$ cat src/rtl/compare_timer.sv
// compare_timer: multi-channel timer/compare unit.
//   An N-bit up-counter runs from 0 to a programmable terminal count (period),
//   either wrapping (periodic) or stopping (one-shot). CHANNELS compare
//   registers each drive a sticky match flag and a PWM output. Comparisons are
//   done by subtract-with-borrow against the counter.
// Ports:
//   clk, rst               clock, asynchronous active-high reset
//   en, start, mode        count enable, restart, 0=periodic / 1=one-shot
//   period_we, period_in   period register write
//   cmp_we, cmp_sel, cmp_in  compare register write (sel >= CHANNELS ignored)
//   flag_clr               per-channel match flag clear
//   count, running, wrap   counter value, active flag, terminal pulse
//   match, pwm, irq        sticky flags, count < cmp[i] (registered), |match
module compare_timer #(
  parameter int N        = 12,
  parameter int CHANNELS = 2,
  localparam int SW      = ($clog2(CHANNELS) > 0) ? $clog2(CHANNELS) : 1
) (
  input  logic                clk,
  input  logic                rst,
  input  logic                en,
  input  logic                start,
  input  logic                mode,
  input  logic                period_we,
  input  logic [N-1:0]        period_in,
  input  logic                cmp_we,
  input  logic [SW-1:0]       cmp_sel,
  input  logic [N-1:0]        cmp_in,
  input  logic [CHANNELS-1:0] flag_clr,
  output logic [N-1:0]        count,
  output logic                running,
  output logic                wrap,
  output logic [CHANNELS-1:0] match,
  output logic [CHANNELS-1:0] pwm,
  output logic                irq
);

  typedef enum logic {
    ST_STOPPED = 1'b0,
    ST_RUNNING = 1'b1
  } run_state_e;

  run_state_e                 state_q, state_d;
  logic [N-1:0]               count_q, count_d;
  logic [N-1:0]               period_q, period_d;
  logic [CHANNELS-1:0][N-1:0] cmp_q, cmp_d;
  logic                       wrap_q, wrap_d;
  logic [CHANNELS-1:0]        match_q, match_d;
  logic [CHANNELS-1:0]        pwm_q, pwm_d;

  logic                       term;
  logic                       active;
  logic [CHANNELS-1:0][N:0]   cmp_diff;

  // Terminal when count - period does not borrow, i.e. count >= period. Using
  // >= rather than == lets a period lowered below the current count still end
  // the cycle instead of running on to 2^N.
  assign term   = ~1'(({1'b0, count_q} - {1'b0, period_q}) >> N);
  assign active = en && (state_q == ST_RUNNING);

  // Per-channel count - cmp[i]: top bit is the borrow (count < cmp), the low
  // bits are zero exactly on equality.
  always_comb begin
    cmp_diff = '0;
    for (int unsigned i = 0; i < CHANNELS; i++) begin
      cmp_diff[i] = {1'b0, count_q} - {1'b0, cmp_q[i]};
    end
  end

  // Counter, run state and wrap pulse. start overrides any advance.
  always_comb begin
    count_d = count_q;
    state_d = state_q;
    wrap_d  = 1'b0;
    if (start) begin
      count_d = '0;
      state_d = ST_RUNNING;
    end else if (active) begin
      if (!term) begin
        count_d = count_q + N'(1);
      end else begin
        wrap_d = 1'b1;
        if (mode) begin
          state_d = ST_STOPPED;
        end else begin
          count_d = '0;
        end
      end
    end
  end

  // Register writes; compares this cycle still see the old values.
  always_comb begin
    period_d = period_q;
    cmp_d    = cmp_q;
    if (period_we) begin
      period_d = period_in;
    end
    for (int unsigned i = 0; i < CHANNELS; i++) begin
      if (cmp_we && (cmp_sel == SW'(i))) begin
        cmp_d[i] = cmp_in;
      end
    end
  end

  // Match flags: set beats clear. PWM is sampled every cycle regardless of en.
  always_comb begin
    match_d = match_q;
    pwm_d   = pwm_q;
    for (int unsigned i = 0; i < CHANNELS; i++) begin
      match_d[i] = (match_q[i] & ~flag_clr[i]) |
                   (active & (cmp_diff[i][N-1:0] == '0));
      pwm_d[i]   = cmp_diff[i][N];
    end
  end

  always_ff @(posedge clk or posedge rst) begin
    if (rst) begin
      state_q  <= ST_RUNNING;
      count_q  <= '0;
      period_q <= '1;
      cmp_q    <= '0;
      wrap_q   <= 1'b0;
      match_q  <= '0;
      pwm_q    <= '0;
    end else begin
      state_q  <= state_d;
      count_q  <= count_d;
      period_q <= period_d;
      cmp_q    <= cmp_d;
      wrap_q   <= wrap_d;
      match_q  <= match_d;
      pwm_q    <= pwm_d;
    end
  end

  assign count   = count_q;
  assign running = (state_q == ST_RUNNING);
  assign wrap    = wrap_q;
  assign match   = match_q;
  assign pwm     = pwm_q;
  assign irq     = |match_q;

endmodule

$ cat config.mk
export PLATFORM = sky130hd
export DESIGN_NAME = compare_timer
export DESIGN_NICKNAME = d
export VERILOG_FILES = /design/src/rtl/compare_timer.sv
export SDC_FILE = /design/constraint.sdc
export NUM_CORES = 1
export LEC_CHECK = 0
export CORE_ASPECT_RATIO = 1.75
export CORE_MARGIN = 3
export CORE_UTILIZATION = 40
export DETAILED_ROUTE_END_ITERATION = 10
export GPL_TIMING_DRIVEN = 0
export PLACE_DENSITY_LB_ADDON = 0.05
export RECOVER_POWER = 50
export SLEW_MARGIN = 20
export SYNTH_ARGS = -nofsm -noshare
export SYNTH_HDL_FRONTEND = slang
export SYNTH_SLANG_ARGS = --single-unit
$ cat constraint.sdc
create_clock -name clk -period 2.86 [get_ports clk]
set_clock_uncertainty 0.15 [all_clocks]
set_input_delay 0.572 -clock clk [delete_from_list [all_inputs] [get_ports clk]]
set_output_delay 0.572 -clock clk [all_outputs]
set_load 0.03 [all_outputs]
[Word level (Yosys, flattened, before mapping)]
Cells that the tools add are included.
Storage, ports and cells
  flip-flop bits (word level): 54
  bits of input ports: 34
  word-level logic and storage cells: 44
Operators by class
  add/sub/neg operators: 4
  equality and inequality tests: 2
  muxes and demuxes: 11
  bitwise logic cells: 9
  reductions and logical operators: 10
Operator list (number)
  $mux 12: 4
  $sub 12x12->13: 3
  $logic_not 12->1: 2
  $add 12x1->12 const B: 1
  $mux 1: 7
  $and 1x1->1: 4
  $reduce_bool 2->1: 2
  $logic_and 1x1->1: 3
  $ne 3x2->1 const B: 1
  $not 1->1: 3
  $reduce_and 3->1: 1
  $ne 2x2->1 const B: 1
  $or 1x1->1: 2
  $reduce_and 2->1: 1
  $reduce_or 2->1: 1

[Longest topological paths before layout]
Gate-level depths: netlist (run 1).
  depth after elaboration: 4
  mapped depth: 10
  depth with buffers taken out: 10

[Worst setup path after synthesis (run 1)]
No wires, ideal clock.
  path type: register to register
  from: reg count_q[9] (netlist: count[9])
  to: reg count_q[9] (netlist: count[9])
  setup time: 80 ps
  arrival: 2568 ps
  path slack: 63 ps
  cell stages (with the launch flop): 10
  buffers on the path: 1
  clock period less this slack: 2797 ps
  cell sequence: dfrtp_1 -> ha_1 -> a21o_1 -> a21o_1 -> a221o_1 -> a31oi_4 -> a31oi_4 -> buf_2 -> or3_1 -> a21oi_1
On the way
  longest elaborated chain between the ends: 4
Ends and longest elaborated chain
  start: declaration: RTL line 44  | logic [N-1:0] count_q, count_d;
  start signal: assignment: RTL line 128  | count_q <= count_d;
  $add 12x1->12 or $sub 12x12->13 (tied branches): RTL line 80, 58
  $mux 12: RTL line 79  | if (!term) begin
  $mux 12: RTL line 78  | end else if (active) begin
  $mux 12: RTL line 75  | if (start) begin
Several ways; a longest one is shown, not always the timed one. The select of a mux whose other input is x is not followed.
A chain may end at the register's enable or synchronous reset.

[Worst setup path in the final report (run 1)]
  from: reg period_q[9]
  to: reg count_q[6] (netlist: count[6])
On the way
  longest elaborated chain between the ends: 4
Ends and longest elaborated chain
  start: declaration: RTL line 45  | logic [N-1:0] period_q, period_d;
  start signal: assignment: RTL line 129  | period_q <= period_d;
  $sub 12x12->13 *: RTL line 58  | assign term = ~1'(({1'b0, count_q} - {1'b0, period_q}) >> N);
  $mux 12: RTL line 79
  $mux 12: RTL line 78
  $mux 12: RTL line 75
Every way passes the cells marked *; elsewhere a longest branch is shown, timed or not. The select of a mux whose other input is x is not followed.

==> reports/metrics.cfg, run 1 <==
[status]
status=completed

[cells_and_area]
seqCellArea_mm2=0.001373
n_antenna_cell=0
final_cell_mix=clkdlybuf4s50_1, inv_1, nand2_1, o21ai_0, dfrtp_1
multi_input_area_mm2=0.002193
fin_area_mm2=0.004741
nNetsFinal=546
final_common_cell=clkdlybuf4s50_1
n_fill_cell=849
instances_no_fill=592
layout-drive-gt1-share_pct=17.05
areaGrowthSynthToFinish_pct=30.70

[power_and_ir_drop]
combPwrFrac_pct=22.5
p_int_uw=1586
worst_ir_drop_vdd_mv=0.3566
clockPowerShare_pct=37.6
power_density_mw_per_mm2=458.4
seq_power_share_pct=39.9
p_switching_uw=587.0
p_leak_uw=0.002092
sw_frac_of_total_pct=27.01

[place]
portBuffers=52
placed_cells=572
place_area_mm2=0.004302
place_hpwl_mm=7.107
place_congestion=0.9191

[flow_run]
maxCapViolCount=0

[worst_setup_path]
path_cells=inv_1 > ha_4 > a21o_1 > a21o_1 > a221o_1 > a31oi_4 > buf_4 > a31oi_2 > or3_1 > a21oi_1
worst_path_dominant_cell_family=compound AO/OA/AOI/OAI gates
cp-end-kind=flop
reg2reg_from=period_q[9]
slowest_stage=dfstp_2
criticalPathCategory=reg -> reg
startpoint=period_q[9]
critPathLaunchType=flop
crit_arrival_ps=2820
r2r_cells=10
worstPathMaxFanout=4
cpPeakStageDelay_ps=520
path_buf_inv=2
crit_required_ps=2930
path_common_cell=a21o_1
crit-reg2reg-capture=count[6]
r2r_slack_ps=110

[clock_tree]
cts_buffers=5
cts_sinks=54
htreeDepth=2
clk_pin_slew_ps=70
cts_root_buf=clkbuf_16
hold_buffers=0
clk_latency_ps=300
cts_buffer_depth=2
cts_tree=yes

[routing]
ant_nets=0
drt_iter0_markers=120
vias_per_cell=5.351
wirelength_mm=9.408
num_vias=3168
wl_per_cell_um=15.89
dr.pass1.iters=4
drcViolationCount=0

[worst_hold_path]
hold_class=reg -> reg
min_path_cells=2
min_from=period_q[10]
whs_endpoint=period_q[10]

[timing]
setup_viol=0
tightestPinTransition_ps=1140
hold_viol=0
period_share_pct=96.23
fmax_mhz=363.4
post-route-min-period_ps=2752
drv_slew=0
max_slew_margin_pct=23.97

[yosys]
ys_ff_latch=54
ys_warn_count=0
mappedNetlistArea_mm2=0.003627
synth_cell_type_count=55
syn_inst=403
yosys_most_used_dff=dfrtp_1
synth-edff-count=0
synthArstFlopShare_pct=100.0
ys_seq_area_share_pct=37.70
synth_nets=475
syn_area_per_cell_um2=9.001

[die]
dieArea_mm2=0.01029
coreArea_mm2=0.008783
die_y_um=132.0
row_count=45
start_util_pct=41.30
die_w_um=77.99
ios=53

[grt]
grt_pass1_wl_mm=14.96
overflow=0
grt_pass1_vias=3109
grtUsageTotal_pct=18.50
grt_max_degree=55
antenna_found_initial=0

[through the flow]
| step | setup slack [ps] | setup TNS, ps | hold WS [ps] | total power, uW | utilization (%) |
|---|---|---|---|---|---|
| finish | 107.9 | 0 | 339.0 | 2173 | 53.97 |
| global route | -6.315 | -6.315 | 366.6 | 2289 | 53.97 |
| CTS | 4.786 | 0 | 346.5 | 2174 | 52.02 |
| detailed placement | -362.4 | -886.4 | 336.0 | 1341 | 48.97 |
| global placement | -374.4 | -10780 | 325.5 | 1329 | 48.89 |
| floorplan | 62.59 | 0 | 313.1 | 1192 | - |
[worst reg2reg max path: stages, from the launching register on]
cell	delay [ps]
dfstp_2	520
inv_1	60
ha_4	220
a21o_1	180
a21o_1	170
a221o_1	340
a31oi_4	220
buf_4	150
a31oi_2	140
or3_1	380
a21oi_1	150
[flip-flops by register name, summed over array words and instances (netlist names)]
register	cells
pwm	2
match	2
period_q	12
running	1
cmp_q	24
count	12
wrap	1
[layer usage]
metal	wire [um]	track usage, %	up-vias
met5	0	0	-
met4	187	6.615	0
met3	280	2.531	14
met2	5485	36.69	62
met1	3454	19.01	1512
li1	-	-	1580
[layout make-up]
cell class | count | share of cell area (%)
Clock buffer | 6 | 2.930
Sequential cell | 54 | 28.95
Timing Repair Buffer | 64 | 12.91
Buffer | 7 | 0.7126
Inverter | 49 | 3.880
Clock inverter | 2 | 1.267
Multi-Input combinational cell | 293 | 46.27
Tap cell | 117 | 3.088
[power by group through the flow]
stage | Combinational (uW) | Clock, uW | Sequential (uW)
floorplan | 312 | 0 | 881
global placement | 446 | 0 | 883
detailed placement | 457 | 0 | 884
CTS | 470 | 836 | 868
global route | 556 | 859 | 874
finish | 490 | 816 | 867
[kinds of logic (layout without fill, tap and decap cells)]
| family | Yosys count | after routing | share of synthesized area, % |
|---|---|---|---|
| adders and majority gates | 38 | 38 | 13.52 |
| DFF | 54 | 54 | 37.70 |
| muxes | 18 | 18 | 5.485 |
| and+or+nand+nor | 113 | 113 | 15.56 |
| xor gates and xnor gates | 4 | 4 | 0.9660 |
| buffers and inverters | 57 | 128 | 5.933 |
| AOI/OAI and AO/OA | 119 | 120 | 20.83 |
[synthesized netlist by cell type (3+ instances only)]
library cell	number	area [um2]
a21o_1	7	52.55
a21oi_1	27	135.1
a22oi_1	3	22.52
a31oi_1	5	31.28
and3_1	3	18.77
clkbuf_1	7	26.28
dfrtp_1	41	1026
dfstp_2	13	341.6
ha_1	36	450.4
inv_1	49	183.9
mux2_2	15	168.9
mux2i_1	3	30.03
nand2_1	43	161.4
nand2b_1	7	43.79
nand3_1	6	30.03
nand4_1	3	18.77
nor2_1	15	56.30
nor2b_1	7	43.79
nor3_1	7	35.03
nor4_1	3	18.77
o2111ai_1	3	26.28
o21a_1	4	30.03
o21ai_0	44	220.2
o31ai_1	6	45.04
or3_1	7	43.79
xnor2_1	3	26.28
[how the worst max path moves through the flow]
stage	to	slack, ps	depth (start not counted)
global route	match[0]	-6	10
global placement	match[0]	-370	8
CTS	count[9]	5	10
finish	count[6]	110	10
detailed placement	match[0]	-360	8
floorplan	count[9]	60	9
[what timing repair did]
action | CTS | global route
endpoints found under the hold margin | 0 | 0
cloned | 0 | 2
setup buffers | 5 | 6
endpoints found under the setup margin | 7 | 7
pin swaps | 1 | 8
gates resized for setup | 9 | 25
No activity file was read; power rests on OpenSTA's default activity.
==> inputs of run 2 (changes only) <==
--- a/config.mk
+++ b/config.mk
@@ -12,7 +12,7 @@
 export GPL_TIMING_DRIVEN = 0
 export PLACE_DENSITY_LB_ADDON = 0.05
 export RECOVER_POWER = 50
-export SLEW_MARGIN = 20
+export SLEW_MARGIN = 30
 export SYNTH_ARGS = -nofsm -noshare
 export SYNTH_HDL_FRONTEND = slang
 export SYNTH_SLANG_ARGS = --single-unit
==> run 2 against run 1 <==
Hold slack hardly changed. Core utilization is 0.27 points lower. Critical path depth stayed put. Sequential power hardly changed. Largest cell class unchanged. Sequential share of layout area is 0.20 points higher. Critical endpoint is now count[9]. Combinational power hardly changed. Final cell count is 0.68% lower. Critical path type unchanged. Design area is 0.50% lower. Total power is 0.12% higher.
==> reports/metrics.cfg, run 2 (synthesis gave the netlist of run 1 again) <==
[status]
status=completed

[worst_setup_path]
criticalPathCategory=reg -> reg
crit_required_ps=2930  ; about the same
slowest_stage=dfstp_2
cp-end-kind=flop
worst_path_dominant_cell_family=compound AO/OA/AOI/OAI gates
critPathLaunchType=flop
path_cells=inv_1 > ha_4 > a21o_1 > a21o_1 > a221o_1 > a31oi_4 > a31oi_4 > buf_6 > or3_4 > a21oi_2
path_buf_inv=2  ; unchanged
crit_arrival_ps=2870  ; +50 ps
worstPathMaxFanout=8  ; +4
cpPeakStageDelay_ps=520  ; about the same

[die]
ios=53  ; unchanged
die_y_um=132.0  ; unchanged
row_count=45  ; unchanged
die_w_um=77.99  ; unchanged
dieArea_mm2=0.01029  ; unchanged
coreArea_mm2=0.008783  ; unchanged
start_util_pct=41.30  ; unchanged

[clock_tree]
clk_latency_ps=300  ; about the same
cts_buffer_depth=2  ; unchanged
cts_sinks=54  ; unchanged
cts_buffers=5  ; unchanged
cts_root_buf=clkbuf_16
cts_tree=yes
htreeDepth=2  ; unchanged
clk_pin_slew_ps=70  ; about the same

[place]
place_ws_ps=-361.4  ; +0.9170 ps
place_hpwl_mm=7.309  ; +2.8%
place_congestion=0.9191  ; unchanged
portBuffers=52  ; unchanged

[power_and_ir_drop]
p_leak_uw=0.002069  ; -1.1%
worst_ir_drop_vdd_mv=0.3217  ; -9.8%
power_density_mw_per_mm2=461.3  ; +0.63%

[grt]
grtUsageTotal_pct=18.47  ; -0.033 points
grt_pass1_vias=3158  ; +1.6%
overflow=0  ; unchanged
grt_pass1_wl_mm=14.97  ; about the same
antenna_found_initial=0  ; unchanged
grt_max_degree=31  ; -44%

[routing]
drcViolationCount=0  ; unchanged
dr.pass1.iters=4  ; unchanged
num_vias=3171  ; +0.095%
ant_nets=0  ; unchanged
vias_per_cell=5.393  ; +0.78%
wirelength_mm=9.472  ; +0.68%
wl_per_cell_um=16.11  ; +1.4%
drt_iter0_markers=147  ; +23%

[cells_and_area]
top_register=cmp_q
n_antenna_cell=0  ; unchanged
layout-drive-gt1-share_pct=17.62  ; +0.57 points
multi_input_area_mm2=0.002195  ; about the same
seqCellArea_mm2=0.001375  ; +0.18%
nNetsFinal=542  ; -0.73%
n_fill_cell=842  ; -0.82%
final_common_cell=clkdlybuf4s50_1
largest_reg_flops=24  ; unchanged
areaGrowthSynthToFinish_pct=30.04
final_cell_mix=clkdlybuf4s50_1, inv_1, nand2_1

[timing]
fmax_mhz=357.7  ; -1.5%
max_slew_margin_pct=27.13  ; +3.2 points
period_share_pct=97.74  ; +1.5 points
tightestPinTransition_ps=1087  ; -53.30 ps
post-route-min-period_ps=2795  ; +43.32 ps
hold_ws_ps=339.2  ; +0.1780 ps
hold_viol=0  ; unchanged
tns_ps=0  ; unchanged
setup_slack_ps=64.58  ; -43.32 ps
setup_viol=0  ; unchanged
drv_slew=0  ; unchanged

[worst_hold_path]
hold_class=reg -> reg

[flow_run]
maxCapViolCount=0  ; unchanged

==> run 2: changes by cell type in the layout (fill, tap and decap cells not counted), sizes merged <==
cell,previous run,this run
clkinvlp,0,1
a31oi,8,7
inv,49,48
clkbuf,12,14
buf,13,8
==> run 2: final cells by class <==
cell class / count / area share (%)
flip-flops and latches: 54 / 29.15
plain buffers: 7 / 0.7162
repair buffers: 61 / 12.36
clock buffers: 6 / 2.944
clock inverters: 2 / 1.273
multi-input cells: 292 / 46.53
inverters: 49 / 3.926
well taps: 117 / 3.103
==> run 2: path summary, 6_finish.rpt <==
check	slack, ps	endpoint	start	cells after the start
min in group asynchronous	790	cmp_q[13]	rst	2
max in group asynchronous	470	count[7]	rst	3
min	340	period_q[7]	period_q[7]	2
max	60	count[9]	period_q[9]	10
max reg2reg	60	count[9]	period_q[9]	10
min reg2reg	340	period_q[7]	period_q[7]	2
==> run 2: metal layers <==
layer	global-route usage (%)	up-vias	part of all wire (%)
met5	0	-	0
met4	6.518	0	2.1
met3	2.462	13	2.8
met2	37.31	56	59
met1	18.43	1527	36
li1	-	1575	-
==> run 2: through the flow <==
step           util (%)  cells  cell area, um2  total power, uW
2_1_floorplan         -    403            3627             1192
3_3_place_gp      48.89    572            4294             1329
3_5_place_dp      49.20    573            4322             1347
4_1_cts           52.32    587            4596             2181
5_1_grt           53.70    588            4717             2286
6_report          53.70    588            4717             2176
==> run 2: timing repair <==
item	CTS	global route
hold buffers	0	0
setup buffers	6	2
pin swaps	2	7
endpoints found under the setup margin	8	8
resized for setup	9	35
==> run 2: power by group <==
group	switching (uW)	internal [uW]	leakage [uW]
Sequential	29.6	840	0.000640
Combinational	270	220	0.00133
Clock	291	526	0.0000971
Total	591	1590	0.00207
==> run 2: worst reg2reg max path: stages, from the launching register on <==
cell     delay [ps]
dfstp_2         520
inv_1            70
ha_4            220
a21o_1          180
a21o_1          170
a221o_1         340
a31oi_4         200
a31oi_4         170
buf_6           180
or3_4           360
a21oi_2         150
==> inputs of run 3 (changes only) <==
--- a/config.mk
+++ b/config.mk
@@ -12,6 +12,7 @@
 export GPL_TIMING_DRIVEN = 0
 export PLACE_DENSITY_LB_ADDON = 0.05
 export RECOVER_POWER = 50
+export SKIP_CTS_REPAIR_TIMING = 1
 export SLEW_MARGIN = 30
 export SYNTH_ARGS = -nofsm -noshare
 export SYNTH_HDL_FRONTEND = slang
==> run 3 against run 2 <==
Design area about the same. Setup slack lost 13 ps. Critical endpoint is now count[11]. Sequential power about the same. Via count rose by 1.7%. Maximum frequency decreased by 0.48%. Largest cell class unchanged. Total power is essentially flat. Clock-buffer cell count unchanged. Non-clock buffer count is 2 higher. Critical path type unchanged.
==> reports/metrics.cfg, run 3 (synthesis gave the netlist of run 1 again) <==
[status]
status=completed

[routing]
wl_per_cell_um=16.37  ; +1.6%
drcViolationCount=0  ; unchanged
wirelength_mm=9.672  ; +2.1%
vias_per_cell=5.457  ; +1.2%
drt_iter0_markers=180  ; +22%
num_vias=3225  ; +1.7%
ant_nets=0  ; unchanged
dr.pass1.iters=4  ; unchanged

[timing]
post-route-min-period_ps=2809  ; +13.40 ps
drv_slew=0  ; unchanged
hold_viol=0  ; unchanged
tightestPinTransition_ps=1102  ; +15.35 ps
setup_viol=0  ; unchanged
max_slew_margin_pct=26.10  ; -1.0 points
fmax_mhz=356.0  ; -0.48%
period_share_pct=98.21  ; +0.47 points
setup_slack_ps=51.18  ; -13.40 ps

[worst_setup_path]
criticalPathCategory=reg -> reg
crit_arrival_ps=2880  ; about the same
r2r_slack_ps=50  ; about the same
critPathLaunchType=flop
cpPeakStageDelay_ps=500  ; -20 ps
path_cells=ha_1 > and4_1 > a221o_1 > a31oi_4 > buf_4 > a31oi_2 > or3_1 > a21oi_1
worst_path_dominant_cell_family=compound AO/OA/AOI/OAI gates
path_buf_inv=1  ; -1
crit_required_ps=2930  ; about the same
cp-end-kind=flop
slowest_stage=dfrtp_1
worstPathMaxFanout=8  ; unchanged

[cells_and_area]
areaGrowthSynthToFinish_pct=29.98  ; about the same
top_register=cmp_q
nNetsFinal=545  ; +0.55%
layout-drive-gt1-share_pct=16.46  ; -1.2 points
instances_no_fill=591  ; +0.51%
n_antenna_cell=0  ; unchanged
largest_reg_flops=24  ; unchanged
final_common_cell=clkdlybuf4s50_1
post-route-util_pct=53.68  ; about the same
final_cell_mix=clkdlybuf4s50_1, inv_1, nand2_1, o21ai_0, dfrtp_1

[place]
portBuffers=52  ; unchanged
place_ws_ps=-361.4  ; unchanged
placed_cells=573  ; unchanged
place_congestion=0.9191  ; unchanged
place_hpwl_mm=7.309  ; unchanged

[clock_tree]
cts_buffers=5  ; unchanged
cts_sinks=54  ; unchanged
cts_root_buf=clkbuf_16
cts_tree=yes
htreeDepth=2  ; unchanged
clk_pin_slew_ps=70  ; about the same
clk_latency_ps=300  ; about the same
cts_buffer_depth=2  ; unchanged

[die]
row_count=45  ; unchanged
dieArea_mm2=0.01029  ; unchanged
start_util_pct=41.30  ; unchanged
coreArea_mm2=0.008783  ; unchanged
die_w_um=77.99  ; unchanged
die_y_um=132.0  ; unchanged
ios=53  ; unchanged

[flow_run]
maxCapViolCount=0  ; unchanged

[worst_hold_path]
hold_class=reg -> reg

[grt]
grtUsageTotal_pct=18.43  ; -0.042 points
grt_max_degree=31  ; unchanged
grt_pass1_wl_mm=14.94  ; -0.19%
grt_pass1_vias=3131  ; -0.85%
overflow=0  ; unchanged
antenna_found_initial=0  ; unchanged

[power_and_ir_drop]
worst_ir_drop_vdd_mv=0.3221  ; +0.13%
p_leak_uw=0.002083  ; +0.70%
power_density_mw_per_mm2=461.6  ; about the same
p_total_uw=2176  ; about the same

## run 3: per-layer routing
layer	vias up	track usage, %	share of wire, %
met5	-	0	0
met4	0	6.518	2.7
met3	16	2.462	2.8
met2	78	37.02	59
met1	1543	18.56	36
li1	1588	-	-
## run 3: worst paths after layout
path,startpoint,to,depth (start not counted)
worst min register to register,period_q[7],period_q[7],2
min in group asynchronous,rst,cmp_q[13],2
worst min-delay path,period_q[7],period_q[7],2
max in group asynchronous,rst,count[7],3
worst max-delay path,count[8],count[11],8
worst max register to register,count[8],count[11],8
## run 3: where the power goes
part	internal, uW	switching (uW)	total [uW]	leakage (uW)
Sequential	840	30.0	870	0.000644
Clock	526	290	816	0.0000971
Combinational	221	270	490	0.00134
Total	1590	589	2180	0.00208
## run 3: worst register-to-register path: cells and delay by family (launching register included)
| family | cells | cell delay [ps] |
|---|---|---|
| AND/OR/NAND/NOR | 2 | 630 |
| flip-flops | 1 | 500 |
| buffers and inverters | 1 | 160 |
| adder cells (fa/ha/maj) | 1 | 340 |
| AO/OA/AOI/OAI | 4 | 950 |
## run 3: stage by stage
step                      hold WS (ps)  instance area [um2]  setup TNS [ps]
final                            340.0                 4715               0
after global routing             369.2                 4715          -37.92
after CTS                        346.3                 4521          -908.1
after detailed placement         336.0                 4322          -899.2
after global placement           325.5                 4294          -10780
after floorplan                  313.1                 3627               0
## run 3: final cells by class
class / instances / area (um2)
Inverter: 49 / 185.2
Sequential cell: 54 / 1373
Timing Repair Buffer: 63 / 598.1
Fill cell: 839 / 4069
Tap cell: 117 / 146.4
Clock inverter: 2 / 60.06
Buffer: 7 / 33.78
Clock buffer: 6 / 138.9
Multi-Input combinational cell: 293 / 2180
